### src/rtl/wb_stage.sv
// Write-back stage of the RV32I core.
// Registers the memory-stage result, picks the write-back source (ALU, load,
// CSR, link address), extends load data, drives the register-file write port,
// offers a write-back-to-decode bypass and counts retired instructions.
// Optional feature macro: WB_BYPASS_EN. When it is defined, rs1/rs2 are bypassed
// from the write port. When it is undefined, the register-file data passes
// straight through and the hazard unit has to stall on a write-back match.
module wb_stage #(
    parameter int XLEN       = 32,
    parameter int REG_ADDR_W = 5,
    parameter int OPCODE_W   = 7
) (
    input  logic                  clk,
    input  logic                  rst_n,
    input  logic                  halt,
    input  logic                  flush,
    input  logic                  in_valid,
    output logic                  in_ready,
    input  logic [OPCODE_W-1:0]   in_opcode,
    input  logic [2:0]            in_funct3,
    input  logic [REG_ADDR_W-1:0] in_rd_addr,
    input  logic [XLEN-1:0]       alu_result,
    input  logic [XLEN-1:0]       mem_rdata,
    input  logic [XLEN-1:0]       csr_rdata,
    input  logic [XLEN-1:0]       pc_plus4,
    output logic                  wb_en,
    output logic [REG_ADDR_W-1:0] wb_rd_addr,
    output logic [XLEN-1:0]       wb_data,
    output logic [OPCODE_W-1:0]   wb_opcode,
    output logic [2:0]            wb_funct3,
    output logic                  load_err,
    input  logic [REG_ADDR_W-1:0] rs1_addr,
    input  logic [REG_ADDR_W-1:0] rs2_addr,
    input  logic [XLEN-1:0]       rs1_rf_data,
    input  logic [XLEN-1:0]       rs2_rf_data,
    output logic [XLEN-1:0]       rs1_fwd_data,
    output logic [XLEN-1:0]       rs2_fwd_data,
    output logic [63:0]           instret
);

    localparam logic [OPCODE_W-1:0] OP_LOAD   = OPCODE_W'(7'b0000011);
    localparam logic [OPCODE_W-1:0] OP_JAL    = OPCODE_W'(7'b1101111);
    localparam logic [OPCODE_W-1:0] OP_JALR   = OPCODE_W'(7'b1100111);
    localparam logic [OPCODE_W-1:0] OP_SYSTEM = OPCODE_W'(7'b1110011);
    localparam logic [OPCODE_W-1:0] OP_OP     = OPCODE_W'(7'b0110011);
    localparam logic [OPCODE_W-1:0] OP_OPIMM  = OPCODE_W'(7'b0010011);
    localparam logic [OPCODE_W-1:0] OP_LUI    = OPCODE_W'(7'b0110111);
    localparam logic [OPCODE_W-1:0] OP_AUIPC  = OPCODE_W'(7'b0010111);

    typedef enum logic [2:0] {
        SRC_NONE,
        SRC_ALU,
        SRC_LOAD,
        SRC_CSR,
        SRC_LINK
    } src_e;

    // Stage register
    logic                  valid_q, valid_d;
    logic [OPCODE_W-1:0]   opcode_q;
    logic [2:0]            funct3_q;
    logic [REG_ADDR_W-1:0] rd_q;
    logic [XLEN-1:0]       alu_q;
    logic [XLEN-1:0]       mem_q;
    logic [XLEN-1:0]       csr_q;
    logic [XLEN-1:0]       pc4_q;
    logic [63:0]           instret_q, instret_d;

    logic                  capture;
    logic                  retire;
    src_e                  src;
    logic [XLEN-1:0]       load_data;
    logic                  load_illegal;
    logic                  bad_load;
    logic [7:0]            byte_sel;
    logic [15:0]           half_sel;

    // A new instruction is taken only when upstream offers one, the stage is
    // not frozen and the slot is not being killed.
    assign capture  = in_valid & ~halt & ~flush;
    // Anything sitting in the stage while not frozen leaves it on this edge,
    // whether or not it writes the register file.
    assign retire   = valid_q & ~halt;
    assign in_ready = ~halt;

    // Next-state for the valid bit and the retired-instruction counter
    always_comb begin
        valid_d   = valid_q;
        instret_d = instret_q;
        if (flush) begin
            valid_d = 1'b0;
        end else if (!halt) begin
            valid_d = in_valid;
        end
        if (retire) begin
            instret_d = instret_q + 64'd1;
        end
    end

    // Stage register and counter; payload only loads on capture so a halt holds it
    always_ff @(posedge clk or negedge rst_n) begin
        if (!rst_n) begin
            valid_q   <= 1'b0;
            opcode_q  <= '0;
            funct3_q  <= '0;
            rd_q      <= '0;
            alu_q     <= '0;
            mem_q     <= '0;
            csr_q     <= '0;
            pc4_q     <= '0;
            instret_q <= '0;
        end else begin
            valid_q   <= valid_d;
            instret_q <= instret_d;
            if (capture) begin
                opcode_q <= in_opcode;
                funct3_q <= in_funct3;
                rd_q     <= in_rd_addr;
                alu_q    <= alu_result;
                mem_q    <= mem_rdata;
                csr_q    <= csr_rdata;
                pc4_q    <= pc_plus4;
            end
        end
    end

    // Write-back source from the registered opcode
    always_comb begin
        src = SRC_NONE;
        case (opcode_q)
            OP_LOAD:                         src = SRC_LOAD;
            OP_JAL, OP_JALR:                 src = SRC_LINK;
            OP_SYSTEM:                       src = (funct3_q != 3'b000) ? SRC_CSR : SRC_NONE;
            OP_OP, OP_OPIMM, OP_LUI, OP_AUIPC: src = SRC_ALU;
            default:                         src = SRC_NONE;
        endcase
    end

    // The load word is already aligned; the low address bits pick the lane.
    assign byte_sel = mem_q[{alu_q[1:0], 3'b000} +: 8];
    assign half_sel = mem_q[{alu_q[1], 4'b0000} +: 16];

    // Load lane extraction and extension, flagging the unused funct3 codes
    always_comb begin
        load_data    = '0;
        load_illegal = 1'b0;
        case (funct3_q)
            3'b000:  load_data = {{(XLEN-8){byte_sel[7]}}, byte_sel};
            3'b100:  load_data = {{(XLEN-8){1'b0}}, byte_sel};
            3'b001:  load_data = {{(XLEN-16){half_sel[15]}}, half_sel};
            3'b101:  load_data = {{(XLEN-16){1'b0}}, half_sel};
            3'b010:  load_data = mem_q;
            default: load_illegal = 1'b1;
        endcase
    end

    assign bad_load = (src == SRC_LOAD) & load_illegal;

    // Halt gates the strobe combinationally so a frozen instruction writes
    // exactly once, in the cycle the freeze is released.
    assign wb_en    = valid_q & (src != SRC_NONE) & (rd_q != '0) & ~halt & ~bad_load;
    assign load_err = valid_q & ~halt & bad_load;

    // Write data mux, forced to zero whenever nothing is written
    always_comb begin
        wb_data = '0;
        if (wb_en) begin
            case (src)
                SRC_ALU:  wb_data = alu_q;
                SRC_LOAD: wb_data = load_data;
                SRC_CSR:  wb_data = csr_q;
                SRC_LINK: wb_data = pc4_q;
                default:  wb_data = '0;
            endcase
        end
    end

    assign wb_rd_addr = rd_q;
    assign wb_opcode  = opcode_q;
    assign wb_funct3  = funct3_q;
    assign instret    = instret_q;

`ifdef WB_BYPASS_EN
    // Both read ports use the same compare-and-select, so they are built from
    // one template; both may hit the same destination in one cycle.
    logic [REG_ADDR_W-1:0] rs_addr [2];
    logic [XLEN-1:0]       rs_rf   [2];
    logic [XLEN-1:0]       rs_fwd  [2];

    assign rs_addr[0]   = rs1_addr;
    assign rs_addr[1]   = rs2_addr;
    assign rs_rf[0]     = rs1_rf_data;
    assign rs_rf[1]     = rs2_rf_data;
    assign rs1_fwd_data = rs_fwd[0];
    assign rs2_fwd_data = rs_fwd[1];

    genvar gi;
    generate
        for (gi = 0; gi < 2; gi++) begin : g_bypass
            assign rs_fwd[gi] = (wb_en && (rs_addr[gi] == rd_q) && (rs_addr[gi] != '0))
                              ? wb_data : rs_rf[gi];
        end
    endgenerate
`else
    // No bypass: the read addresses are not needed here at all.
    logic unused_rs_addr;
    assign unused_rs_addr = ^{rs1_addr, rs2_addr};
    assign rs1_fwd_data   = rs1_rf_data;
    assign rs2_fwd_data   = rs2_rf_data;
`endif

endmodule
### config.mk
export PLATFORM = sky130hd
export DESIGN_NAME = wb_stage
export DESIGN_NICKNAME = d
export VERILOG_FILES = /design/src/rtl/wb_stage.sv
export SDC_FILE = /design/constraint.sdc
export NUM_CORES = 1
export LEC_CHECK = 0
export ABC_AREA = 1
export CORE_MARGIN = 4
export CORE_UTILIZATION = 40
export DETAILED_ROUTE_END_ITERATION = 8
export HOLD_SLACK_MARGIN = 0.05
export PLACE_DENSITY = 0.83
export SETUP_SLACK_MARGIN = 0.05
export SLEW_MARGIN = 20
export SYNTH_ARGS = -nofsm -noshare
export SYNTH_HDL_FRONTEND = slang
export SYNTH_SLANG_ARGS = --single-unit
### constraint.sdc
create_clock -name clk -period 4.8 [get_ports clk]
set_input_delay 0.96 -clock clk [delete_from_list [all_inputs] [get_ports clk]]
set_output_delay 0.96 -clock clk [all_outputs]
set_load 0.005 [all_outputs]
==> summary.md <==
| Metric | Value |
|---|---|
| Post-CTS setup repair buffer count | `0` |
| Combinational fraction of design power | `about 17%` |
| Clock Latency Late Sink | `0.55 ns` |
| Top Metal Used | `met5` |
| F_max | `between 0.2 and 0.25 GHz` |
| Most common library cells after synthesis | `403 x nand2_1, 230 x nor2_1, 208 x dfrtp_1, 137 x inv_1, 95 x mux2_2` |
| Fin crit share | `91.3%` |
| Worst-path clk slew | `0.06 ns` |
| Max Fanout on Critical Path | `26` |
| Initial antenna violation count | `5` |
| CTS hold repair buffers | `0` |
| FP Rows | `62` |
| Post-Syn Area per Cell | `7.87 sq um` |
| Fin crit period | `4.38 ns` |
| Mapped Cells | `about 1500` |
| Hold Fails Final Rpt | `0` |
| Die footprint | `between 30000 and 40000 sq um` |
| Synthesis-to-finish area growth | `28.3%` |
| Final Max Slew Viols | `0` |
| Placed wire-length estimate | `29900 microns` |
| Setup TNS | `0 ns` |
| GR Util All Layers | `23.5%` |
| Normalized max-slew margin | `31.4%` |
| Register area share after synthesis | `44.0%` |
| Hold path start | `alu_q[20]$_DFFE_PN0P_` |
| Post-synth ARST share | `100%` |
| TritonCTS clock tree | `yes` |
| Worst EP required | `3.84 ns` |
| Clk sink count | `~210` |
| Post-layout net count | `1910` |
| Switching share of power | `between 20% and 30%` |
| Io pins | `400` |
| Crit. End Element | `output pin` |
| Core Region | `around 29000 sq um` |
| Gates resized, CTS repair | `0` |
| Worst VDD drop | `258 uV` |
| Post-synthesis cell area | `about 12000 sq um` |
| Final WL | `39400 microns` |
| Synth area leaders | `dfrtp_1 44%, nand2_1 13%, mux2_2 9.0%` |
| Sum of routed wire segments on met1 | `15100 microns` |
| Met2 Wirelength | `18900 microns` |
| Yosys warnings | `0` |
| Synth Register Bits | `between 200 and 250` |
| Total grt overflow | `0` |
| Startpoint class of the critical path | `register` |
| Layout cell share with drive strength beyond 1 | `10.3%` |
| Die Width | `180 microns` |
| DR pass1 iterations | `5` |
| Kind of critical path | `register to output pin` |
| Via density | `roughly 5.1` |
| Number of global-route vias before repair | `10800` |
| Yosys top cell by area | `dfrtp_1` |
| Sequential power share | `around 44%` |
| Slew @ Worst Pin | `1.03 ns` |
| Status | `complete, no violations` |
| Number of flops mapped to enable cells by yosys | `0` |
| RSZ-0062 raised after global routing | `false` |
| Routed vias | `10700` |
| Clock root buffer | `clkbuf_16` |
| Pwr dens | `335 nW/um^2` |
| Starting Density | `around 41%` |
| Global-route wire length before repair | `61100 microns` |
| Placer Congestion | `0.948` |
| Lkg Pwr | `6.65 nW` |
| Worst Skew | `0.0248 ns` |
| Die H | `180 microns` |
| Final Core Density | `52.4%` |
| Cts bufs inserted | `25` |
| Total of max-cap violations | `0` |
| Cell with the most instances after synthesis | `nand2_1` |
| Crit Reg-Reg Startpoint | `valid_q$_DFFE_PN0P_` |
| Worst hold slack | `0.506 ns` |
| Mapped Nets | `roughly 1700` |
| Switch Pwr | `1.42 mW` |
| Top_reg_cell synth | `dfrtp_1` |
| Clock H-tree levels | `1` |
| Clk pwr share | `39.1%` |
| Drc violations | `0` |
| WL per Instance | `18.9 microns` |
| Post-route ant nets | `0` |
| CTS Buffer Depth | `3` |
| WP data arrival | `~3.4 ns` |
| Hold crit path type | `register to register` |
| Cell variety after synth | `36` |
| Setup violators final | `0` |
| Largest net degree at the start of global routing | `193` |
| Fill cell count | `2704` |
| Internal Pwr Total | `3.66 mW` |
| WL met3 | `approximately 3600 microns` |
| Crit. Startpoint | `wb_opcode[0]$_DFFE_PN0P_` |
| # port buffers | `261` |
| DR iter-0 viols | `676` |
| Yosys top cell area share | `44.0%` |
metrics by stage:
step	total power, mW	std cells	setup WS, ns	area (sq um)
finish	5.09	2090	0.419	15200
global route	5.33	2089	0.113	15200
CTS	5.12	2088	0.382	15200
detailed placement	3.12	2044	0.853	14300
global placement	3.08	2044	0.925	14300
floorplan	2.69	1502	1.93	11800
flip-flops by register name, indices dropped and copies added, names as in the netlist, 3 cells and up:
signal / cells
mem_q: 32
wb_funct3: 3
wb_rd_addr: 5
alu_q: 32
wb_opcode: 7
csr_q: 32
pc4_q: 32
instret: 64
worst paths after layout:
path / to / slack (ns) / depth (start not counted)
max in group asynchronous: instret[35]$_DFFE_PN0P_ / 3.19 / 2
min in group asynchronous: mem_q[25]$_DFFE_PN0P_ / 0.53 / 1
worst min register to register: alu_q[20]$_DFFE_PN0P_ / 0.51 / 1
worst min-delay path: alu_q[20]$_DFFE_PN0P_ / 0.51 / 1
worst max register to register: instret[51]$_DFFE_PN0P_ / 2.62 / 10
worst max-delay path: wb_data[9] / 0.42 / 9
worst max-delay path, cell delays in order (launching register included):
cell and delay (ns):
dfrtp_1 0.40, nand2_2 0.13, nor3_4 0.04, buf_4 0.24
nand2_2 0.17, clkinv_2 0.31, nand2_1 0.25, nand4_2 0.50
nor2_1 0.29, clkdlybuf4s50_1 0.53
routing by layer:
metal | up-vias | global-route usage (%)
met5 | - | 0.148
met2 | 496 | 40.1
met4 | 6 | 9.23
li1 | 5122 | -
met3 | 107 | 6.14
met1 | 4993 | 28.5
cells in the final DEF, fill, tap and decap left out, drive strengths merged, types with 2 or more instances in the layout:
cell type and n:
nand2 406, diode 2, nor3 14, nand3 49, inv 140, nand3b 4, mux2 95, o211ai 18
xor2 16, clkdlybuf4s50 260, dfrtp 208, buf 12, o21ai 51, nand4 44, or2 2, clkinv 7
clkbuf 35, bufinv 3, nor2 239, a21oi 74, xnor2 22
power by group through the flow:
stage,logic [mW],registers (mW),clock network (mW)
floorplan,0.533,2.16,0
global placement,0.861,2.22,0
detailed placement,0.887,2.23,0
CTS,0.894,2.20,2.02
global route,0.989,2.24,2.10
finish,0.887,2.21,1.99
cells by family (layout without fill, tap and decap cells):
kind of cell	count (synthesis)	after routing	synth area share, %
DFF	208	208	44.0
muxes	95	95	9.04
xor gates and xnor gates	38	38	2.81
other	0	2	0
and+or+nand+nor	760	760	26.9
adders and majority gates	1	1	0.106
AOI/OAI and AO/OA	144	144	6.48
buffers and inverters	256	458	10.7
cell type report:
type	instances	area, sq um	share of cell area (%)
Multi-Input combinational cell	1038	5360	35.3
Clock buffer	34	719	4.74
Tap cell	384	480	3.17
Clock inverter	10	143	0.940
Antenna cell	2	5.00	0.0330
Sequential cell	208	5200	34.3
Inverter	141	531	3.50
Timing Repair Buffer	273	2730	18.0
Power figures use the tool's default switching activity.
